$ cat config.mk
export PLATFORM = sky130hd
export DESIGN_NAME = switch_port_rx
export DESIGN_NICKNAME = d
export VERILOG_FILES = /design/src/rtl/switch_pkg.sv /design/src/rtl/switch_rx_skid.sv /design/src/rtl/switch_port_rx.sv
export SDC_FILE = /design/constraint.sdc
export NUM_CORES = 1
export LEC_CHECK = 0
export BUFFER_PORTS_ARGS = -buffer_cell sky130_fd_sc_hd__clkbuf_2
export CELL_PAD_IN_SITES_DETAIL_PLACEMENT = 0
export CELL_PAD_IN_SITES_GLOBAL_PLACEMENT = 1
export CORE_MARGIN = 4
export CORE_UTILIZATION = 28
export CTS_CLUSTER_DIAMETER = 60
export CTS_CLUSTER_SIZE = 10
export DETAILED_ROUTE_END_ITERATION = 16
export GPL_ROUTABILITY_DRIVEN = 0
export PLACE_DENSITY = 0.59
export SLEW_MARGIN = 20
export SYNTH_ARGS = -nofsm -noshare
export SYNTH_HDL_FRONTEND = slang
export SYNTH_SLANG_ARGS = --single-unit
$ cat constraint.sdc
create_clock -name clk -period 2.2 [get_ports clk]
set_clock_uncertainty 0.2 [all_clocks]
set_input_delay 0.44 -clock clk [delete_from_list [all_inputs] [get_ports clk]]
set_output_delay 0.44 -clock clk [all_outputs]
set_load 0.1 [all_outputs]
$ cat src/rtl/switch_pkg.sv
// Shared types and constants for the switch output-port receive path.
package switch_pkg;

  localparam int BYTE_W    = 8;
  localparam int HDR_BYTES = 3;
  localparam int FCS_BYTES = 1;

  typedef enum logic [2:0] {
    ST_DA,
    ST_SA,
    ST_LEN,
    ST_PAY,
    ST_FCS
  } rx_state_t;

  typedef struct packed {
    logic [BYTE_W-1:0] data;
    logic              sop;
    logic              eop;
    logic              err;
  } rx_beat_t;

  // Total on-wire length of a packet carrying len payload bytes.
  function automatic int pkt_bytes(input logic [BYTE_W-1:0] len);
    return HDR_BYTES + int'(len) + FCS_BYTES;
  endfunction

endpackage

$ cat src/rtl/switch_rx_skid.sv
// Two-entry beat buffer between the port FIFO read path and the downstream
// consumer; push and pop may happen in the same cycle.
module switch_rx_skid
  import switch_pkg::*;
(
  input  logic       clk,
  input  logic       reset,
  input  logic       push,
  input  rx_beat_t   push_beat,
  input  logic       pop,
  output rx_beat_t   head,
  output logic [1:0] occupancy
);

  rx_beat_t   mem_q [2];
  rx_beat_t   mem_d [2];
  logic       wr_ptr_q, wr_ptr_d;
  logic       rd_ptr_q, rd_ptr_d;
  logic [1:0] count_q, count_d;

  always_comb begin
    mem_d    = mem_q;
    wr_ptr_d = wr_ptr_q;
    rd_ptr_d = rd_ptr_q;
    if (push) begin
      mem_d[wr_ptr_q] = push_beat;
      wr_ptr_d        = ~wr_ptr_q;
    end
    if (pop) begin
      rd_ptr_d = ~rd_ptr_q;
    end
    count_d = count_q + {1'b0, push} - {1'b0, pop};
  end

  always_ff @(posedge clk) begin
    if (reset) begin
      for (int i = 0; i < 2; i++) begin
        mem_q[i] <= '0;
      end
      wr_ptr_q <= 1'b0;
      rd_ptr_q <= 1'b0;
      count_q  <= 2'd0;
    end else begin
      mem_q    <= mem_d;
      wr_ptr_q <= wr_ptr_d;
      rd_ptr_q <= rd_ptr_d;
      count_q  <= count_d;
    end
  end

  assign head      = mem_q[rd_ptr_q];
  assign occupancy = count_q;

endmodule

$ cat src/rtl/switch_port_rx.sv
// Receive endpoint for one switch output port: drains the port FIFO, frames
// DA/SA/LEN/payload/FCS, flags bad packets. Optional stats: SWITCH_PORT_RX_STATS_EN.
module switch_port_rx
  import switch_pkg::*;
#(
  parameter logic [BYTE_W-1:0] MY_ADDR = 8'h00,
  parameter int                CNT_W   = 16
) (
  input  logic              clk,
  input  logic              reset,
  input  logic              ready,
  output logic              read,
  input  logic [BYTE_W-1:0] port_data,
  output logic              out_valid,
  input  logic              out_ready,
  output logic [BYTE_W-1:0] out_data,
  output logic              out_sop,
  output logic              out_eop,
  output logic              out_err,
  output logic [CNT_W-1:0]  pkt_count,
  output logic [CNT_W-1:0]  err_count
);

  // Handshake: a beat transfers downstream on any cycle with out_valid & out_ready;
  // out_data/sop/eop/err are stable while out_valid is high and unaccepted.
  rx_state_t         state_q, state_d;
  logic [BYTE_W-1:0] acc_q, acc_d;
  logic [BYTE_W-1:0] len_q, len_d;
  logic              da_ok_q, da_ok_d;
  logic              in_flight_q, in_flight_d;
  logic              push, pop;
  rx_beat_t          push_beat, head;
  logic [1:0]        skid_occ, occ_after_pop;

  // Counting the slot freed by this cycle's pop keeps a 1 byte/cycle stream.
  assign pop           = out_valid & out_ready;
  assign occ_after_pop = skid_occ - {1'b0, pop};
  assign read          = ready & ~reset & ((occ_after_pop + {1'b0, in_flight_q}) < 2'd2);
  assign in_flight_d   = read;
  assign push          = in_flight_q;

  always_comb begin
    state_d   = state_q;
    acc_d     = acc_q;
    len_d     = len_q;
    da_ok_d   = da_ok_q;
    push_beat = '{data: port_data, sop: 1'b0, eop: 1'b0, err: 1'b0};
    if (push) begin
      unique case (state_q)
        ST_DA: begin
          push_beat.sop = 1'b1;
          acc_d         = port_data;
          da_ok_d       = (port_data == MY_ADDR);
          state_d       = ST_SA;
        end
        ST_SA: begin
          acc_d   = acc_q ^ port_data;
          state_d = ST_LEN;
        end
        ST_LEN: begin
          acc_d   = acc_q ^ port_data;
          len_d   = port_data;
          state_d = (port_data != '0) ? ST_PAY : ST_FCS;
        end
        ST_PAY: begin
          acc_d = acc_q ^ port_data;
          len_d = len_q - 8'd1;
          if (len_q == 8'd1) begin
            state_d = ST_FCS;
          end
        end
        ST_FCS: begin
          push_beat.eop = 1'b1;
          push_beat.err = (port_data != acc_q) | ~da_ok_q;
          state_d       = ST_DA;
        end
        default: state_d = ST_DA;
      endcase
    end
  end

  always_ff @(posedge clk) begin
    if (reset) begin
      state_q     <= ST_DA;
      acc_q       <= '0;
      len_q       <= '0;
      da_ok_q     <= 1'b0;
      in_flight_q <= 1'b0;
    end else begin
      state_q     <= state_d;
      acc_q       <= acc_d;
      len_q       <= len_d;
      da_ok_q     <= da_ok_d;
      in_flight_q <= in_flight_d;
    end
  end

  switch_rx_skid u_skid (
    .clk       (clk),
    .reset     (reset),
    .push      (push),
    .push_beat (push_beat),
    .pop       (pop),
    .head      (head),
    .occupancy (skid_occ)
  );

  assign out_valid = (skid_occ != 2'd0);
  assign out_data  = out_valid ? head.data : '0;
  assign out_sop   = out_valid & head.sop;
  assign out_eop   = out_valid & head.eop;
  assign out_err   = out_valid & head.eop & head.err;

`ifdef SWITCH_PORT_RX_STATS_EN
  logic [CNT_W-1:0] pkt_count_q, pkt_count_d;
  logic [CNT_W-1:0] err_count_q, err_count_d;

  // Counters advance as the eop beat leaves, and stick at all-ones.
  always_comb begin
    pkt_count_d = pkt_count_q;
    err_count_d = err_count_q;
    if (pop & head.eop) begin
      if (head.err) begin
        if (~&err_count_q) err_count_d = err_count_q + CNT_W'(1);
      end else begin
        if (~&pkt_count_q) pkt_count_d = pkt_count_q + CNT_W'(1);
      end
    end
  end

  always_ff @(posedge clk) begin
    if (reset) begin
      pkt_count_q <= '0;
      err_count_q <= '0;
    end else begin
      pkt_count_q <= pkt_count_d;
      err_count_q <= err_count_d;
    end
  end

  assign pkt_count = pkt_count_q;
  assign err_count = err_count_q;
`else
  assign pkt_count = '0;
  assign err_count = '0;
`endif

endmodule

Word-level counts from Yosys, hierarchy flattened
Cells that the tools add are included.
- logic and storage cells: 73
- bits of input ports: 12
- register bits: 47
- output and inout bits: 45
- mux-type cells: 15
- bitwise gates (word level): 14
- reductions and logical operators: 12
- $lt $le $gt $ge: 4
- equality and inequality tests: 7
- $add $sub $neg: 5
- operator list (kind ; count):
    2-to-1 mux 11 bit ; 4
    one-hot mux 8 bit (2 select lines) ; 2
    bitwise mux 22 bit ; 1
    one-hot mux 3 bit (4 select lines) ; 1
    demux 11 bit (select 1 bit) ; 1
    2-to-1 mux 3 bit ; 3
    == test 8 x 1 -> 1 bit (second input constant) ; 1
    zero test 8 bit ; 1
    2-to-1 mux 8 bit ; 1
    != test 8 bit ; 1
    AND reduction 2 bit ; 4
    nonzero test 8 bit ; 1
    subtractor 8 x 1 -> 8 bit (second input constant) ; 1
    bitwise XOR 8 bit ; 1
    AND 1 bit ; 6
    == test 3 x 2 -> 1 bit (second input constant) ; 2
    nonzero test 2 bit ; 3
    adder 2 x 1 -> 2 bit ; 2
    >= comparator 2 bit (second input constant) ; 2
    NOT 1 bit ; 4
    NOT 1 -> 2 bit ; 2
    subtractor 2 x 1 -> 2 bit ; 2
    == test 3 x 1 -> 1 bit (second input constant) ; 1
    == test 3 bit (second input constant) ; 1
    9 further kinds ; 9

Logic depth before layout (Yosys ltp)
Gate-level depths: netlist of run 1.
- depth after elaboration: 6
- mapped depth: 8
- gate-level depth less buffers: 8

Hierarchy
Synthesis of run 1 repeated with hierarchy kept, for this count alone.
- cell total of the unflattened synthesis: 338
- area total of the unflattened synthesis: 2683.8 um^2
- modules (own cells, without submodules) (module ; times used ; cells each ; area an instance (um^2)):
    switch_port_rx ; 1 ; 211 ; 1605.3
    switch_rx_skid ; 1 ; 127 ; 1078.5

Least setup slack after synthesis of run 1
OpenSTA, ideal clock, no wires.
- kind: in2out
- from: in out_ready
- to: out read
- setup slack: -1.983 ns
- cell stages on the path: 7
- data arrival time: 3.543 ns
- required time: 1.560 ns
- buffers on the path: 0
- cell sequence: nor2b_1 -> ha_1 -> inv_1 -> ha_1 -> xnor2_1 -> xnor2_1 -> nor3b_1
- longest elaborated chain between the ends: 5
- ends and longest elaborated chain (what ; line ; text):
    start, declared ; switch_port_rx.sv:15 ; input logic out_ready,
    AND 1 bit ; switch_port_rx.sv:36 ; assign pop = out_valid & out_ready;
    subtractor 2 x 1 -> 2 bit ; switch_port_rx.sv:37 ; assign occ_after_pop = skid_occ - {1'b0, pop};
    adder 2 x 1 -> 2 bit ; switch_port_rx.sv:38 ; assign read = ready & ~reset & ((occ_after_pop + {1'b0, in_flight_q}) < 2'd2);
    < comparator 2 bit ; switch_port_rx.sv:38 ;
    AND 1 bit ; switch_port_rx.sv:38 ;
    end, declared ; switch_port_rx.sv:12 ; output logic read,
No other way between the ends.

Final worst setup path of run 1
- from: reg u_skid.count_q[1] (netlist: u_skid.occupancy[1])
- to: out read
- longest elaborated chain between the ends: 6
- ends and longest elaborated chain (what ; line ; text):
    start, declared ; switch_rx_skid.sv:19 ; logic [1:0] count_q, count_d;
    start signal, assigned ; switch_rx_skid.sv:47 ; count_q <= count_d;
    nonzero test 2 bit ; switch_port_rx.sv:108 ; assign out_valid = (skid_occ != 2'd0);
    AND 1 bit ; switch_port_rx.sv:36 ;
    net pop ; switch_port_rx.sv:31 ; logic push, pop;
    subtractor 2 x 1 -> 2 bit ; switch_port_rx.sv:37 ;
    adder 2 x 1 -> 2 bit ; switch_port_rx.sv:38 ;
    < comparator 2 bit ; switch_port_rx.sv:38 ;
    AND 1 bit ; switch_port_rx.sv:38 ;
The timed path passes the listed nets, and every way through them passes these cells.

==> run_summary.xml, run 1 <==
<?xml version="1.0" encoding="UTF-8"?>
<metrics>
  <group name="power">
    <metric name="power.density" unit="nW/µm²">1020</metric>
    <metric name="switching_share" unit="%">44.0</metric>
    <metric name="seq_power_share" unit="%">31.7</metric>
    <metric name="cellInternalPower" unit="µW">1820</metric>
    <metric name="switching_power" unit="µW">1430</metric>
    <metric name="vdd_ir_drop_max" unit="µV">553</metric>
    <metric name="power_frac_clock" unit="%">19.4</metric>
    <metric name="pwr-share-comb" unit="%">48.9</metric>
    <metric name="leakage" unit="µW">0.00115</metric>
  </group>
  <group name="floorplanning">
    <metric name="placeableCoreArea" unit="µm²">8810</metric>
    <metric name="dieWidth" unit="µm">104</metric>
    <metric name="io-pin-count" unit="">57</metric>
    <metric name="floorplan.die_area" unit="µm²">10700</metric>
    <metric name="fp-row-count" unit="">34</metric>
    <metric name="die_h" unit="µm">104</metric>
    <metric name="initial_utilization" unit="%">29.1</metric>
  </group>
  <group name="grt">
    <metric name="pin_count_of_the_biggest_net_entering_global_routing" unit="">45</metric>
    <metric name="globalRouteTotalUtil" unit="%">11.3</metric>
    <metric name="overflow" unit="">0</metric>
    <metric name="grt_antenna_before_repair" unit="">0</metric>
    <metric name="grt_pass1_vias" unit="">1950</metric>
    <metric name="grt_first_pass_wirelength" unit="mm">10.1</metric>
  </group>
  <group name="cts">
    <metric name="clock_latency" unit="ps">300</metric>
    <metric name="clkTransAtPathRegs" unit="ps">90</metric>
    <metric name="buffer_depth_of_the_longest_clock_path" unit="">2</metric>
    <metric name="cts_num_sinks" unit="">47</metric>
    <metric name="cts_tree" unit="">built</metric>
    <metric name="clk_root_buffer_cell" unit="">sky130_fd_sc_hd__clkbuf_8</metric>
    <metric name="ctsHtreeMaxLevel" unit="">2</metric>
    <metric name="cts-buffers-inserted" unit="">5</metric>
  </group>
  <group name="critical_path">
    <metric name="cp-end-kind" unit="">output port</metric>
    <metric name="r2r.worst_path.cells" unit="">9</metric>
    <metric name="crit_path_required_time" unit="ps">1560</metric>
    <metric name="cp.arrival" unit="ps">1990</metric>
    <metric name="worstPathMaxFanout" unit="">2</metric>
    <metric name="timing.setup.critical_path_class" unit="">flip-flop to output port</metric>
    <metric name="critPathLaunchType" unit="">flip-flop</metric>
    <metric name="critical_path.reg2reg.endpoint" unit="">u_skid.occupancy[1]$_SDFF_PP0_</metric>
    <metric name="timing.reg2reg.setup_slack" unit="ps">340</metric>
    <metric name="crit-reg2reg-launch" unit="">u_skid.occupancy[1]$_SDFF_PP0_</metric>
  </group>
  <group name="place">
    <metric name="hpwl_after_detailed_placement" unit="mm">4.51</metric>
    <metric name="place.port_buffers" unit="">24</metric>
    <metric name="post-place-cells" unit="">456</metric>
    <metric name="placedInstanceArea" unit="µm²">3000</metric>
  </group>
  <group name="logic_synthesis">
    <metric name="syn-mean-instance-area" unit="µm²">7.84</metric>
    <metric name="yosys.area.top_type_share" unit="%">36.7</metric>
    <metric name="ys.warnings.count" unit="">0</metric>
    <metric name="number_of_enable_flip_flop_cells_after_synthesis" unit="">0</metric>
    <metric name="post_synth_main_area_contributors" unit="">sky130_fd_sc_hd__dfxtp_1 (37%), sky130_fd_sc_hd__buf_4 (9.4%), sky130_fd_sc_hd__nand2_1 (8.9%)</metric>
    <metric name="post_synthesis_register_bit_count" unit="">47</metric>
    <metric name="yosys.cell_types.count" unit="">44</metric>
    <metric name="synth_cells" unit="">327</metric>
    <metric name="part_of_the_yosys_area_used_for_sequential_elements" unit="%">36.7</metric>
    <metric name="synth_ff_type" unit="">sky130_fd_sc_hd__dfxtp_1</metric>
    <metric name="syn_area" unit="µm²">2560</metric>
    <metric name="ys_async_sr_fraction" unit="%">0</metric>
    <metric name="synthDominantAreaCellType" unit="">sky130_fd_sc_hd__dfxtp_1</metric>
  </group>
  <group name="sta">
    <metric name="totalNegativeSetupSlack" unit="ps">-427</metric>
    <metric name="period_minus_slack" unit="ps">2630</metric>
    <metric name="maxClockFrequency" unit="GHz">0.381</metric>
    <metric name="timing.slew.headroom" unit="%">61.6</metric>
    <metric name="timing.final.max_slew_violations" unit="">0</metric>
    <metric name="final_min_period_over_clock_period" unit="%">119</metric>
    <metric name="fin_ws" unit="ps">-427</metric>
    <metric name="grt_setup_unrepaired" unit="">true</metric>
    <metric name="report.final.hold_viol_count" unit="">0</metric>
    <metric name="setup_viol_count_final" unit="">1</metric>
    <metric name="max_slew.worst_pin.slew" unit="ps">575</metric>
  </group>
  <group name="layout">
    <metric name="num-fill-cells" unit="">925</metric>
    <metric name="fin_cells" unit="">465</metric>
    <metric name="antennaDiodeCount" unit="">0</metric>
    <metric name="multiInputGateArea" unit="µm²">1510</metric>
    <metric name="final_layout_size_suffix_gt1_share" unit="%">20.7</metric>
    <metric name="design.final.nets" unit="">373</metric>
    <metric name="flow.area_growth_from_synthesis" unit="%">23.9</metric>
    <metric name="design_area" unit="µm²">3180</metric>
    <metric name="sequential_cell_area" unit="µm²">942</metric>
  </group>
  <group name="detailed_routing">
    <metric name="routed_via_density" unit="">4.46</metric>
    <metric name="vias_after_detailed_routing" unit="">2072</metric>
    <metric name="antenna_violating_nets_post_route" unit="">0</metric>
    <metric name="drt_iter0_markers" unit="">63</metric>
    <metric name="wl_per_cell" unit="µm">13.0</metric>
    <metric name="postRouteWirelength" unit="mm">6.05</metric>
    <metric name="route.detailed.drc" unit="">0</metric>
    <metric name="detail_route.first_pass.iterations" unit="">4</metric>
  </group>
  <group name="run_status">
    <metric name="failed_checks" unit="">negative setup slack</metric>
    <metric name="run_status" unit="">finished, violations left</metric>
  </group>
  <group name="hold_path">
    <metric name="timing.hold.worst_endpoint" unit="">in_flight_q$_SDFF_PP0_</metric>
    <metric name="min_path_cells" unit="">2</metric>
    <metric name="min_path_type" unit="">input port to flip-flop</metric>
    <metric name="min_from" unit="">ready</metric>
  </group>
  <group name="job">
    <metric name="maxCapViolations" unit="">0</metric>
  </group>
</metrics>
-- power groups by stage --
stage | Combinational (µW) | Clock [µW] | Sequential [µW]
floorplan | 1190 | 0 | 1030
global placement | 1480 | 0 | 1040
detailed placement | 1480 | 0 | 1050
CTS | 1590 | 654 | 1030
global route | 1700 | 692 | 1050
finish | 1590 | 629 | 1030
-- cells in the mapped netlist (2+ instances only) --
library cell / number
sky130_fd_sc_hd__a211oi_1: 2
sky130_fd_sc_hd__a21o_1: 2
sky130_fd_sc_hd__a21oi_1: 31
sky130_fd_sc_hd__and2_1: 2
sky130_fd_sc_hd__and3b_1: 2
sky130_fd_sc_hd__buf_2: 4
sky130_fd_sc_hd__buf_4: 32
sky130_fd_sc_hd__clkbuf_1: 13
sky130_fd_sc_hd__dfxtp_1: 47
sky130_fd_sc_hd__ha_1: 4
sky130_fd_sc_hd__inv_1: 10
sky130_fd_sc_hd__mux2_1: 2
sky130_fd_sc_hd__mux2i_1: 11
sky130_fd_sc_hd__nand2_1: 61
sky130_fd_sc_hd__nand2b_1: 3
sky130_fd_sc_hd__nand3_1: 2
sky130_fd_sc_hd__nand3b_1: 2
sky130_fd_sc_hd__nand4_1: 3
sky130_fd_sc_hd__nor2_1: 35
sky130_fd_sc_hd__nor2b_1: 5
sky130_fd_sc_hd__nor3_1: 4
sky130_fd_sc_hd__nor3b_1: 2
sky130_fd_sc_hd__o21ai_0: 5
sky130_fd_sc_hd__o22ai_1: 3
sky130_fd_sc_hd__o31ai_1: 3
sky130_fd_sc_hd__xnor2_1: 19
-- critical path, stage by stage, from the launching register on --
cell	delay, ps
sky130_fd_sc_hd__dfxtp_2	340
sky130_fd_sc_hd__nor2_4	130
sky130_fd_sc_hd__nor2b_4	60
sky130_fd_sc_hd__ha_4	250
sky130_fd_sc_hd__inv_2	40
sky130_fd_sc_hd__ha_4	160
sky130_fd_sc_hd__xnor2_4	130
sky130_fd_sc_hd__xnor2_2	160
sky130_fd_sc_hd__nor3b_4	220
sky130_fd_sc_hd__buf_12	200
-- layout make-up --
| cell class | instances | share of cell area [%] |
|---|---|---|
| clock inverter | 2 | 1.18 |
| clock buffer | 5 | 2.17 |
| tap | 108 | 4.26 |
| inverter | 10 | 1.18 |
| multi-input combinational | 251 | 47.6 |
| timing repair buffer | 42 | 13.9 |
| sequential | 47 | 29.7 |
-- kinds of logic (layout without fill, tap and decap cells) --
kind of cell,count (synthesis),count (layout),share of synthesized area (%)
xor+xnor,19,19,6.49
buf+inv,60,59,13.7
simple gates,127,127,22.8
compound gates,55,55,12.6
fa+ha+maj,4,4,1.95
other cells,1,32,0.146
mux,14,14,5.62
flops,47,47,36.7
-- what timing repair did --
action	4_1_cts	5_1_grt
pin swaps	5	0
setup endpoints to repair	1	7
setup buffers	3	0
hold buffers	0	0
gates resized for setup	5	4
-- routing by layer --
metal	track usage [%]	vias to the layer above	routed length (µm)
met3	2.49	4	270
met4	2.85	0	58
met1	16.1	949	3070
met2	17.4	44	2650
met5	0	-	0
li1	-	1075	-
-- how the worst max path moves through the flow --
stage / startpoint / end / slack, ps / depth (start not counted)
floorplan: out_ready / read / -630 / 7
global placement: out_ready / read / -330 / 9
detailed placement: out_ready / read / -330 / 9
CTS: u_skid.occupancy[1]$_SDFF_PP0_ / read / -450 / 9
global route: u_skid.occupancy[1]$_SDFF_PP0_ / read / -520 / 9
finish: u_skid.occupancy[1]$_SDFF_PP0_ / read / -430 / 9
-- layout by cell type (no fill, tap or decap), types with 2 or more instances in the layout --
cell type / count
sky130_fd_sc_hd__nand4_1: 3
sky130_fd_sc_hd__a21oi_1: 31
sky130_fd_sc_hd__mux2i_1: 10
sky130_fd_sc_hd__dfxtp_1: 46
sky130_fd_sc_hd__ha_1: 2
sky130_fd_sc_hd__nor2_4: 3
sky130_fd_sc_hd__buf_12: 12
sky130_fd_sc_hd__clkbuf_2: 11
sky130_fd_sc_hd__xnor2_1: 17
sky130_fd_sc_hd__o21ai_0: 5
sky130_fd_sc_hd__nand2_1: 61
sky130_fd_sc_hd__nor2_1: 25
sky130_fd_sc_hd__ha_4: 2
sky130_fd_sc_hd__nand3_1: 2
sky130_fd_sc_hd__a21o_1: 2
sky130_fd_sc_hd__nand3b_1: 2
sky130_fd_sc_hd__mux2_1: 2
sky130_fd_sc_hd__nor2_2: 7
sky130_fd_sc_hd__nor3_1: 3
sky130_fd_sc_hd__o31ai_1: 3
sky130_fd_sc_hd__buf_4: 17
sky130_fd_sc_hd__clkbuf_8: 5
sky130_fd_sc_hd__and3b_1: 2
sky130_fd_sc_hd__o22ai_1: 3
sky130_fd_sc_hd__inv_1: 9
sky130_fd_sc_hd__nor2b_1: 4
sky130_fd_sc_hd__a211oi_1: 2
sky130_fd_sc_hd__and2_1: 2
sky130_fd_sc_hd__nand2b_1: 3
sky130_fd_sc_hd__conb_1: 32
-- sequential cells by signal, indices dropped and copies added (netlist names) --
register and count:
u_skid.rd_ptr_q 1, acc_q 8, u_skid.wr_ptr_q 1, u_skid.mem_q 22
da_ok_q 1, state_q 3, u_skid.occupancy 2, len_q 8
in_flight_q 1
-- stage by stage --
stage | setup WS (ps) | utilization (%) | hold WS (ps) | total power, µW
after floorplan | -632 | - | 236 | 2220
final | -427 | 36.1 | 195 | 3250
after detailed placement | -328 | 34.1 | 247 | 2520
after CTS | -448 | 35.9 | 189 | 3280
after global routing | -520 | 36.1 | 189 | 3440
after global placement | -326 | 34.1 | 243 | 2520
Note: power is estimated with default switching activity, not from simulation.
==> inputs of run 2 (changes only) <==
CORE_ASPECT_RATIO = 0.75   (was not set)
GPL_ROUTABILITY_DRIVEN = not set   (was 0)
==> run 2 against run 1 <==
Effect of this change:
- the flow still finishes with violations (negative setup slack)
- highest routed layer unchanged
- via count grew 1.6%
- sequential cell count is the same
- die area grew 0.15%
- final area grew 2.1%
- maximum frequency grew 0.96%
- count of clock-buffer cells in the layout grew 1
- cell count grew 0.86%
- critical path type unchanged
- clock power grew 18%
- critical path depth is the same
- sequential power is essentially flat
==> run_summary.xml, run 2 (synthesis results as in run 1) <==
<?xml version="1.0" encoding="UTF-8"?>
<metrics>
  <group name="sta">
    <metric name="maxClockFrequency" unit="GHz">0.384</metric>
    <metric name="period_minus_slack" unit="ps">2600</metric>
    <metric name="final_min_period_over_clock_period" unit="%">118</metric>
    <metric name="setup_viol_count_final" unit="">1</metric>
    <metric name="report.final.hold_viol_count" unit="">0</metric>
    <metric name="timing.slew.headroom" unit="%">61.4</metric>
    <metric name="max_slew.worst_pin.slew" unit="ps">579</metric>
    <metric name="timing.final.max_slew_violations" unit="">0</metric>
    <metric name="fin_ws" unit="ps">-402</metric>
    <metric name="grt_setup_unrepaired" unit="">true</metric>
  </group>
  <group name="floorplanning">
    <metric name="floorplan.die_area" unit="µm²">10800</metric>
    <metric name="initial_utilization" unit="%">29.5</metric>
    <metric name="dieWidth" unit="µm">118</metric>
    <metric name="die_h" unit="µm">90.8</metric>
    <metric name="fp-row-count" unit="">29</metric>
    <metric name="io-pin-count" unit="">57</metric>
    <metric name="placeableCoreArea" unit="µm²">8670</metric>
  </group>
  <group name="run_status">
    <metric name="failed_checks" unit="">negative setup slack</metric>
    <metric name="run_status" unit="">finished, violations left</metric>
  </group>
  <group name="grt">
    <metric name="pin_count_of_the_biggest_net_entering_global_routing" unit="">31</metric>
    <metric name="globalRouteTotalUtil" unit="%">12.2</metric>
    <metric name="grt_antenna_before_repair" unit="">0</metric>
    <metric name="grt_pass1_vias" unit="">1964</metric>
    <metric name="overflow" unit="">0</metric>
    <metric name="grt_first_pass_wirelength" unit="mm">10.6</metric>
  </group>
  <group name="critical_path">
    <metric name="critPathLaunchType" unit="">flip-flop</metric>
    <metric name="cp.arrival" unit="ps">1960</metric>
    <metric name="timing.reg2reg.setup_slack" unit="ps">350</metric>
    <metric name="timing.setup.critical_path_class" unit="">flip-flop to output port</metric>
    <metric name="crit_path_required_time" unit="ps">1560</metric>
    <metric name="crit-reg2reg-launch" unit="">u_skid.occupancy[1]$_SDFF_PP0_</metric>
    <metric name="critical_path.reg2reg.endpoint" unit="">u_skid.occupancy[1]$_SDFF_PP0_</metric>
    <metric name="cp-end-kind" unit="">output port</metric>
    <metric name="worstPathMaxFanout" unit="">2</metric>
    <metric name="r2r.worst_path.cells" unit="">9</metric>
  </group>
  <group name="layout">
    <metric name="fin_cells" unit="">469</metric>
    <metric name="design.final.nets" unit="">376</metric>
    <metric name="largest-register" unit="">u_skid.mem_q</metric>
    <metric name="layout_top_registers" unit="">u_skid.mem_q: 22 flops, acc_q: 8 flops, len_q: 8 flops</metric>
    <metric name="mostFrequentLayoutCell" unit="">sky130_fd_sc_hd__nand2_1</metric>
    <metric name="flow.area_growth_from_synthesis" unit="%">26.5</metric>
    <metric name="antennaDiodeCount" unit="">0</metric>
    <metric name="largest_register_ffs" unit="">22</metric>
    <metric name="design_area" unit="µm²">3240</metric>
    <metric name="final_layout_size_suffix_gt1_share" unit="%">21.1</metric>
    <metric name="num-fill-cells" unit="">899</metric>
    <metric name="most-common-layout-cells" unit="">sky130_fd_sc_hd__nand2_1 (61), sky130_fd_sc_hd__dfxtp_1 (46), sky130_fd_sc_hd__conb_1 (32)</metric>
  </group>
  <group name="detailed_routing">
    <metric name="drt_iter0_markers" unit="">145</metric>
    <metric name="postRouteWirelength" unit="mm">6.41</metric>
    <metric name="detail_route.first_pass.iterations" unit="">4</metric>
    <metric name="antenna_violating_nets_post_route" unit="">0</metric>
    <metric name="route.detailed.drc" unit="">0</metric>
    <metric name="routed_via_density" unit="">4.49</metric>
    <metric name="vias_after_detailed_routing" unit="">2106</metric>
    <metric name="wl_per_cell" unit="µm">13.7</metric>
  </group>
  <group name="place">
    <metric name="place.port_buffers" unit="">24</metric>
    <metric name="hpwl_after_detailed_placement" unit="mm">4.69</metric>
    <metric name="placedInstanceArea" unit="µm²">3040</metric>
    <metric name="gp_congestion" unit="">0.773</metric>
    <metric name="post-place-cells" unit="">459</metric>
  </group>
  <group name="power">
    <metric name="leakage" unit="µW">0.00119</metric>
    <metric name="power" unit="µW">3430</metric>
    <metric name="power.density" unit="nW/µm²">1060</metric>
    <metric name="vdd_ir_drop_max" unit="µV">312</metric>
  </group>
  <group name="hold_path">
    <metric name="min_path_type" unit="">input port to flip-flop</metric>
    <metric name="min_path_cells" unit="">2</metric>
    <metric name="min_from" unit="">ready</metric>
    <metric name="timing.hold.worst_endpoint" unit="">in_flight_q$_SDFF_PP0_</metric>
  </group>
  <group name="job">
    <metric name="maxCapViolations" unit="">0</metric>
  </group>
  <group name="cts">
    <metric name="clkTransAtPathRegs" unit="ps">60</metric>
    <metric name="clock_latency" unit="ps">280</metric>
    <metric name="cts-buffers-inserted" unit="">5</metric>
    <metric name="buffer_depth_of_the_longest_clock_path" unit="">2</metric>
    <metric name="hold_buffers" unit="">0</metric>
    <metric name="ctsHtreeMaxLevel" unit="">2</metric>
    <metric name="cts_tree" unit="">built</metric>
    <metric name="clk_root_buffer_cell" unit="">sky130_fd_sc_hd__clkbuf_16</metric>
    <metric name="cts_num_sinks" unit="">47</metric>
  </group>
</metrics>
-- run 2: cell types whose count changed in the layout (fill, tap and decap cells not counted) --
| cell | delta |
|---|---|
| sky130_fd_sc_hd__clkbuf_16 | +5 |
| sky130_fd_sc_hd__mux2i_1 | +1 |
| sky130_fd_sc_hd__clkbuf_1 | +1 |
| sky130_fd_sc_hd__buf_12 | +1 |
| sky130_fd_sc_hd__clkbuf_8 | -5 |
| sky130_fd_sc_hd__buf_4 | +2 |
| sky130_fd_sc_hd__mux2i_2 | -1 |
| sky130_fd_sc_hd__clkinv_2 | +1 |
| sky130_fd_sc_hd__bufinv_16 | -1 |
-- run 2: power by group --
group / leakage, µW / internal (µW) / switching [µW] / total [µW]
logic: 0.000739 / 584 / 1070 / 1650
registers: 0.000382 / 950 / 89.5 / 1040
clock network: 0.0000669 / 420 / 322 / 742
total: 0.00119 / 1950 / 1480 / 3430
-- run 2: how the worst max path moves through the flow --
stage | start | to | slack [ps]
3_5_place_dp | out_ready | read | -310
5_1_grt | u_skid.occupancy[1]$_SDFF_PP0_ | read | -480
3_3_place_gp | out_ready | read | -290
6_report | u_skid.occupancy[1]$_SDFF_PP0_ | read | -400
2_1_floorplan | out_ready | read | -630
4_1_cts | u_skid.occupancy[1]$_SDFF_PP0_ | read | -390
-- run 2: layer usage --
layer,vias up,track usage [%],routed length [µm]
met5,-,0,0
met4,0,2.89,30
met3,2,2.76,260
met2,35,17.6,2730
met1,982,18.3,3400
li1,1087,-,-
-- run 2: per-stage QoR --
stage	setup slack [ps]	util (%)	hold slack, ps	TNS, ps
2_1_floorplan	-632	-	236	-1690
3_3_place_gp	-291	35.0	246	-291
3_5_place_dp	-310	35.0	248	-310
4_1_cts	-393	37.1	217	-393
5_1_grt	-480	37.4	226	-488
6_report	-402	37.4	218	-402
-- run 2: area by class of cell --
cell class	count	area, µm²	share of cell area (%)
timing repair buffer	45	477	14.7
clock inverter	2	12.5	0.386
clock buffer	6	129	3.98
tap	108	135	4.17
sequential	47	942	29.1
inverter	10	37.5	1.16
multi-input combinational	251	1510	46.5
-- run 2: what timing repair did --
item,CTS,global route
setup endpoints to repair,1,2
pin swaps,5,0
buffers inserted,2,0
resized for setup,5,3
-- run 2: critical path: stages (launching register included) --
cell and delay (ps):
sky130_fd_sc_hd__dfxtp_2 340, sky130_fd_sc_hd__nor2_4 140, sky130_fd_sc_hd__nor2b_4 60, sky130_fd_sc_hd__ha_4 250, sky130_fd_sc_hd__inv_2 40, sky130_fd_sc_hd__ha_4 160
sky130_fd_sc_hd__xnor2_4 120, sky130_fd_sc_hd__xnor2_2 150, sky130_fd_sc_hd__nor3b_4 220, sky130_fd_sc_hd__buf_12 200
